## src/rtl/pkt_rr_mux.sv

```systemverilog
// Packet-granular round-robin arbiter and zero-latency datapath mux onto one shared output channel.
// Optional stall timeout on the granted port is enabled with the PKT_TIMEOUT_EN macro.
module pkt_rr_mux #(
  parameter int NUM_PORTS = 4,
  parameter int DW        = 32,
  parameter int TIMEOUT   = 64
) (
  input  logic                    clk,
  input  logic                    reset,
  input  logic [NUM_PORTS-1:0]    in_srdy,
  output logic [NUM_PORTS-1:0]    in_drdy,
  input  logic [NUM_PORTS*DW-1:0] in_data,
  input  logic [NUM_PORTS-1:0]    in_eop,
  output logic                    out_srdy,
  input  logic                    out_drdy,
  output logic [DW-1:0]           out_data,
  output logic                    out_eop,
  output logic [NUM_PORTS-1:0]    grant
`ifdef PKT_TIMEOUT_EN
  ,
  output logic                    timeout_err
`endif
);

  localparam int IW = $clog2(NUM_PORTS);
  localparam logic [0:0] ST_IDLE = 1'b0;
  localparam logic [0:0] ST_LOCK = 1'b1;

  if (NUM_PORTS < 2 || TIMEOUT < 1) begin : g_param_check
    $error("pkt_rr_mux: NUM_PORTS must be >= 2 and TIMEOUT >= 1");
  end

  logic [0:0]           r_state;
  logic [NUM_PORTS-1:0] r_grant;
  logic [IW-1:0]        r_last_owner;

  logic [IW-1:0]        w_gidx;
  logic [IW-1:0]        w_pick;
  logic [IW-1:0]        w_idx;
  logic                 w_any;
  logic                 w_hit;
  logic                 w_lock;
  logic                 w_xfer;

  always_comb begin
    w_gidx = '0;
    for (int i = 0; i < NUM_PORTS; i++) begin
      w_gidx = w_gidx | (r_grant[i] ? IW'(i) : '0);
    end
  end

  // Rotating scan: first requester after the last owner wins.
  always_comb begin
    w_pick = r_last_owner;
    w_any  = 1'b0;
    w_idx  = '0;
    w_hit  = 1'b0;
    for (int k = 1; k <= NUM_PORTS; k++) begin
      w_idx  = IW'((int'(r_last_owner) + k) % NUM_PORTS);
      w_hit  = !w_any && in_srdy[w_idx];
      w_pick = w_hit ? w_idx : w_pick;
      w_any  = w_any | w_hit;
    end
  end

  assign w_lock   = (r_state == ST_LOCK);
  assign out_srdy = w_lock & in_srdy[w_gidx];
  assign out_data = in_data[w_gidx*DW +: DW];
  assign out_eop  = w_lock & in_eop[w_gidx];
  assign in_drdy  = r_grant & {NUM_PORTS{out_drdy}};
  assign w_xfer   = out_srdy & out_drdy;
  assign grant    = r_grant;

`ifdef PKT_TIMEOUT_EN
  localparam int CW = $clog2(TIMEOUT + 1);

  logic [CW-1:0] r_cnt;
  logic          r_timeout_err;

  // Counts owner-idle cycles only; backpressure from downstream is not a stall.
  always_ff @(posedge clk) begin
    if (reset) begin
      r_cnt         <= '0;
      r_timeout_err <= 1'b0;
    end else begin
      r_timeout_err <= 1'b0;
      if (!w_lock || w_xfer) begin
        r_cnt <= '0;
      end else if (r_cnt == CW'(TIMEOUT)) begin
        r_cnt         <= '0;
        r_timeout_err <= 1'b1;
      end else if (!in_srdy[w_gidx]) begin
        r_cnt <= r_cnt + CW'(1);
      end
    end
  end

  assign timeout_err = r_timeout_err;
`endif

  always_ff @(posedge clk) begin
    if (reset) begin
      r_state      <= ST_IDLE;
      r_grant      <= '0;
      r_last_owner <= IW'(NUM_PORTS - 1);
    end else begin
      case (r_state)
        ST_IDLE: begin
          if (w_any) begin
            r_grant      <= {{(NUM_PORTS-1){1'b0}}, 1'b1} << w_pick;
            r_last_owner <= w_pick;
            r_state      <= ST_LOCK;
          end
        end
        ST_LOCK: begin
          if (w_xfer && out_eop) begin
            r_grant <= '0;
            r_state <= ST_IDLE;
          end
`ifdef PKT_TIMEOUT_EN
          else if (!w_xfer && r_cnt == CW'(TIMEOUT)) begin
            // Rotation pointer is left alone so the stalled port loses priority.
            r_grant <= '0;
            r_state <= ST_IDLE;
          end
`endif
        end
        default: begin
          r_grant <= '0;
          r_state <= ST_IDLE;
        end
      endcase
    end
  end

endmodule
```

## config.mk

```make
export PLATFORM = sky130hd
export DESIGN_NAME = pkt_rr_mux
export DESIGN_NICKNAME = d
export VERILOG_FILES = /design/src/rtl/pkt_rr_mux.sv
export SDC_FILE = /design/constraint.sdc
export NUM_CORES = 1
export LEC_CHECK = 0
export CAP_MARGIN = 10
export CORE_MARGIN = 10
export CORE_UTILIZATION = 27
export DETAILED_ROUTE_END_ITERATION = 10
export HOLD_SLACK_MARGIN = 0.08
export MAX_ROUTING_LAYER = met4
export PLACE_DENSITY = 0.82
export SLEW_MARGIN = 20
export SYNTH_ARGS = -nofsm -noshare
export SYNTH_HDL_FRONTEND = slang
export SYNTH_SLANG_ARGS = --single-unit
```

## constraint.sdc

```tcl
create_clock -name clk -period 1.8 [get_ports clk]
set_input_delay 0.36 -clock clk [delete_from_list [all_inputs] [get_ports clk]]
set_output_delay 0.36 -clock clk [all_outputs]
set_load 0.03 [all_outputs]
```

---- After elaboration in Yosys (flattened, before gate mapping) ----
Cells that the tools add are included.
storage, ports and cells
  bits in registers ....................... 7
  input bits .............................. 139
operators by class
  bitwise gates (word level) .............. 10
  multiplexer cells ....................... 25
  equality and inequality tests ........... 2
  reductions and logical operators ........ 9
  $lt $le $gt $ge ......................... 5
  shift operators ......................... 2
  $add $sub $neg .......................... 4
operator list
  cell                                                                     count
  128-bit by 8-bit indexed part select with 32-bit output                  1
  2-bit by 3-bit < comparator with 1-bit output, second input constant     5
  1-bit binary-select mux with 2-bit select                                6
  2-bit two-way mux                                                        6
  1-bit two-way mux                                                        9
  4-bit two-way mux                                                        2
  4-bit case mux with 2 select lines                                       1
  2-bit by 1-bit adder with 2-bit output, second input constant            2
  2-bit adder, second input constant                                       2
  4-bit AND                                                                1
  1-bit logical AND                                                        4
  2-bit AND reduction                                                      2
  1-bit by 2-bit << shifter with 4-bit output, first input constant        1
  1-bit AND                                                                3
  1-bit zero test                                                          3
  1-bit bitwise OR                                                         3
  2-bit by 1-bit inequality test with 1-bit output, second input constant  1
  2-bit inequality test, second input constant                             1
  1-bit by 2-bit bitwise OR with 2-bit output                              1
  2-bit bitwise OR                                                         1
  1-bit case mux with 2 select lines                                       1
  1-bit NOT                                                                1

---- Logic depth before layout (Yosys ltp) ----
  depth after elaboration ................. 15
  depth in mapped cells ................... 6

---- Worst setup path after synthesis ----
Ideal clock, no wire load.
  kind .................................... register to output
  from .................................... register r_grant[1], in the netlist grant[1]
  to ...................................... output port out_data[31]
  data required time ...................... 1.440 ns
  slack ................................... -0.508 ns
  arrival ................................. 1.948 ns
  path buffers ............................ 3
  cell stages (with the launch flop) ...... 7
  cell sequence ........................... dfxtp_1 buf_2 or2_2 clkbuf_1 clkbuf_1 nand2_1 a31oi_1
between the ends
  word-level cells in the longest chain between the ends .. 4
RTL lines
  what                                                     line  source
  from (decl)                                              34    logic [NUM_PORTS-1:0] r_grant;
  from (signal assigned)                                   110   r_grant <= {{(NUM_PORTS-1){1'b0}}, 1'b1} << w_pick;
  1-bit two-way mux                                        48    w_gidx = w_gidx | (r_grant[i] ? IW'(i) : '0);
  1-bit by 2-bit bitwise OR with 2-bit output              48
  2-bit bitwise OR                                         48
  128-bit by 8-bit indexed part select with 32-bit output  68    assign out_data = in_data[w_gidx*DW +: DW];
  to (decl)                                                16    output logic [DW-1:0] out_data,
Every way passes these cells.

---- Worst setup path in the final report ----
  from .................................... register r_grant[1], in the netlist grant[1]
  to ...................................... output port out_data[8]
Same word-level chain as after synthesis.

==> results_tabular.tex <==
\begin{tabular}{lr}
\hline
Metric & Value \\
\hline
\multicolumn{2}{l}{\textbf{Timing}} \\
\quad Max-slew headroom at the worst pin & 68.6\% \\
\quad Final Slew Violations & 0 \\
\quad RSZ-0062 raised after global routing & yes \\
\quad Setup slack after layout & -172 ps \\
\quad Minimum clock period & 1970 ps \\
\quad Final worst path period share & 110\% \\
\quad Worst clock skew on the final layout & 0.409 ps \\
\quad Setup tns final & -3320 ps \\
\quad Maximum clock frequency & 0.507 GHz \\
\quad Slew at the pin closest to its max-slew limit & 466 ps \\
\quad Final Hold Viols & 0 \\
\quad Number of setup violations in the final report & 34 \\
\multicolumn{2}{l}{\textbf{Status}} \\
\quad Result of the run & finished, violations left \\
\quad Failing checks & negative setup slack \\
\multicolumn{2}{l}{\textbf{Cells and area}} \\
\quad Utilization after layout & 90.2\% \\
\quad Final nets & 592 \\
\quad Ant. Diodes & 0 \\
\quad Share of layout cells above drive strength 1 & 41.6\% \\
\quad Commonest cells after routing, fill and taps aside & 137 x clkdlybuf4s50\_1, 56 x nand2\_1, 39 x buf\_4, 32 x a31oi\_4 \\
\quad Post-layout instance count excluding filler cells & 524 \\
\quad Register Area & approximately 150 um\^{}2 \\
\quad Total non-filler cell area in the finished layout & 4940 um\^{}2 \\
\quad Leading cell type in the layout, fill and taps excluded & clkdlybuf4s50\_1 \\
\quad Area occupied by multi-input gates & 2190 um\^{}2 \\
\quad Area added between synthesis and finish & 227\% \\
\quad \# fillers & 227 \\
\multicolumn{2}{l}{\textbf{Setup path}} \\
\quad Required time reported for the critical path endpoint & 1440 ps \\
\quad Cells along the critical path & or2\_2 > buf\_6 > nand2\_1 > a31oi\_4 > buf\_4 \\
\quad Launching element of the worst setup path & grant[1] \\
\quad Start-to-end type of the worst setup path & flip-flop to output port \\
\quad Slowest stage delay, CP & about 400 ps \\
\quad Kind of capture point of the worst setup path & output port \\
\quad Slowest cell on the critical path & dfxtp\_4 \\
\quad Worst R2R Start & grant[1] \\
\quad Element type at the critical path start & flip-flop \\
\quad Critical Path AT & 1610 ps \\
\quad Highest net fanout along the worst path & 14 \\
\multicolumn{2}{l}{\textbf{Placed design}} \\
\quad Placed insts & 498 \\
\quad HPWL after DPL & 7960 um \\
\quad Worst setup timing slack at the placement stage & -105 ps \\
\quad Routability congestion estimate from global placement & $\sim$0.95 \\
\quad Area of placed instances & 4070 um\^{}2 \\
\quad Number of buffers added on ports & 180 \\
\multicolumn{2}{l}{\textbf{Synthesis}} \\
\quad Post-synthesis sequential area ratio & 9.29\% \\
\quad Syn\_area\_per\_cell & 6.16 um\^{}2 \\
\quad Most used flip-flop cell after synthesis & dfxtp\_1 \\
\quad Post-synth ARST share & 0\% \\
\quad Count of flip-flops with a built-in enable after synthesis & 0 \\
\quad Total nets after synthesis & between 300 and 400 \\
\quad Number of synthesis warnings & 0 \\
\quad Post-synthesis sequential element count & 7 \\
\quad Instance count of the mapped netlist & roughly 250 \\
\quad Netlist area before placement & $\sim$1500 um\^{}2 \\
\quad Distinct cell type count after synthesis & 34 \\
\multicolumn{2}{l}{\textbf{GRT}} \\
\quad Total routing usage reported by global routing & 24.9\% \\
\quad First-pass GRT wire length & 17200 um \\
\quad Largest net degree at the start of global routing & 29 \\
\quad Antenna violations before repair & 0 \\
\quad Via count of the first global-routing pass & between 2000 and 3000 \\
\quad Residual overflow from global routing & 0 \\
\multicolumn{2}{l}{\textbf{Power and ir drop}} \\
\quad Leakage component of the power & 1.81 nW \\
\quad Power density over cell area & 847 nW/um\^{}2 \\
\quad Worst voltage drop across the vdd grid & 634 uV \\
\multicolumn{2}{l}{\textbf{Worst hold path}} \\
\quad Class of the tightest hold or removal check & flip-flop to flip-flop \\
\quad Hold Startpoint & grant[0] \\
\multicolumn{2}{l}{\textbf{Clock network}} \\
\quad Worst-case clock buffer depth & 2 \\
\quad H-tree levels & 1 \\
\quad Clock network latency to the later pin of the worst-skew pair & around 230 ps \\
\quad CTS tree & done \\
\quad Clock slew seen by the registers of the worst setup and hold paths & 40 ps \\
\quad Count of clock tree sinks & 7 \\
\quad Root cell of the clock tree & clkbuf\_8 \\
\quad Number of clock buffers inserted by TritonCTS & 3 \\
\multicolumn{2}{l}{\textbf{Route}} \\
\quad Mean number of vias per cell & 5.55 \\
\quad Number of design rule violations left after detail routing & 0 \\
\quad Total Routed Length & 13500 um \\
\quad First-pass iteration count of the detailed router & 4 \\
\quad Post-detailed-route wirelength per cell & around 26 um \\
\quad Count of routing violations after the opening detailed-route iteration & 146 \\
\quad Final ANT Viol Nets & 0 \\
\quad Total via count in the routed design & 2908 \\
\multicolumn{2}{l}{\textbf{Floorplanning}} \\
\quad Area of the die & 8980 um\^{}2 \\
\quad I/O Pins & $\sim$180 \\
\quad Horizontal extent of the die & 94.8 um \\
\quad Starting Density & 27.6\% \\
\quad Vertical die dimension & $\sim$95 um \\
\quad Placement row count & 27 \\
\quad Core Box Area & $\sim$5500 um\^{}2 \\
\multicolumn{2}{l}{\textbf{Run}} \\
\quad Max capacitance violation total & 0 \\
\hline
\end{tabular}
## critical path: cells and delay by family, from the launching register on
kind	cells	cell delay (ps)
flip-flops	1	400
buffers and inverters	2	360
AND/OR/NAND/NOR	2	510
AO/OA/AOI/OAI	1	110
## kinds of logic (layout without fill, tap and decap cells)
kind of cell	after synthesis	after routing	share of synthesized area, %
and+or+nand+nor	122	123	39.0
AOI/OAI and AO/OA	83	83	41.0
buffers and inverters	30	236	8.71
DFF	7	7	9.29
muxes	3	3	2.07
## worst paths after layout
path | depth (start not counted) | slack, ps | end
worst max-delay path | 5 | -170 | out_data[8]
worst min-delay path | 2 | 520 | grant[0]
worst max register to register | 6 | 80 | grant[0]
worst min register to register | 2 | 520 | grant[0]
## synth_stat cells (2+ instances only)
| library cell | instances | area [um^2] |
|---|---|---|
| o211ai_1 | 2 | 15.0 |
| nor3b_1 | 2 | 15.0 |
| a21oi_1 | 3 | 15.0 |
| a211oi_1 | 32 | 240 |
| inv_1 | 5 | 18.8 |
| nand2b_1 | 2 | 12.5 |
| buf_2 | 9 | 45.0 |
| a31oi_1 | 32 | 200 |
| dfxtp_1 | 7 | 140 |
| o31ai_1 | 2 | 15.0 |
| nand2_1 | 67 | 251 |
| o32ai_1 | 4 | 35.0 |
| clkbuf_1 | 14 | 52.6 |
| nor2_1 | 3 | 11.3 |
| nor2b_1 | 33 | 206 |
| mux2i_1 | 2 | 20.0 |
| nand3_1 | 4 | 20.0 |
| and2_1 | 5 | 31.3 |
| nor3_1 | 2 | 10.0 |
## stage by stage
| stage | hold slack, ps | power, W |
|---|---|---|
| 2_1_floorplan | 463 | 0.00202 |
| 3_3_place_gp | 491 | 0.00299 |
| 3_5_place_dp | 510 | 0.00303 |
| 4_1_cts | 534 | 0.00377 |
| 5_1_grt | 537 | 0.00433 |
| 6_report | 524 | 0.00418 |
## power breakdown
| group | switching, W | total, W | internal [W] | leakage, nW |
|---|---|---|---|---|
| clock network | 0.0000752 | 0.000229 | 0.000154 | 0.0228 |
| logic | 0.00195 | 0.00373 | 0.00177 | 1.73 |
| registers | 0.0000407 | 0.000224 | 0.000183 | 0.0594 |
| total | 0.00207 | 0.00418 | 0.00211 | 1.81 |
## routing by layer
layer	share of wire, %	up-vias	global-route usage (%)
met3	8.2	49	5.63
li1	-	1286	-
met1	36	1393	27.3
met4	4.8	0	6.73
met2	51	180	44.1
met5	0	-	-
## flip-flops by register name, indices dropped and copies added, names as in the netlist
name	flops
r_last_owner	2
grant	4
r_state	1
## cell type report
class / instances / share of cell area [%]
Clock buffer: 4 / 0.913
Multi-Input combinational cell: 209 / 44.4
Timing Repair Buffer: 227 / 49.5
Sequential cell: 7 / 2.97
Tap cell: 72 / 1.83
Inverter: 5 / 0.380
## repair_timing
action	4_1_cts	5_1_grt
hold buffers	0	0
resized for setup	75	39
pin swaps	7	21
cloned	3	4
endpoints found under the setup margin	34	38
buffers inserted	6	9
(Power assumes the default switching activity.)
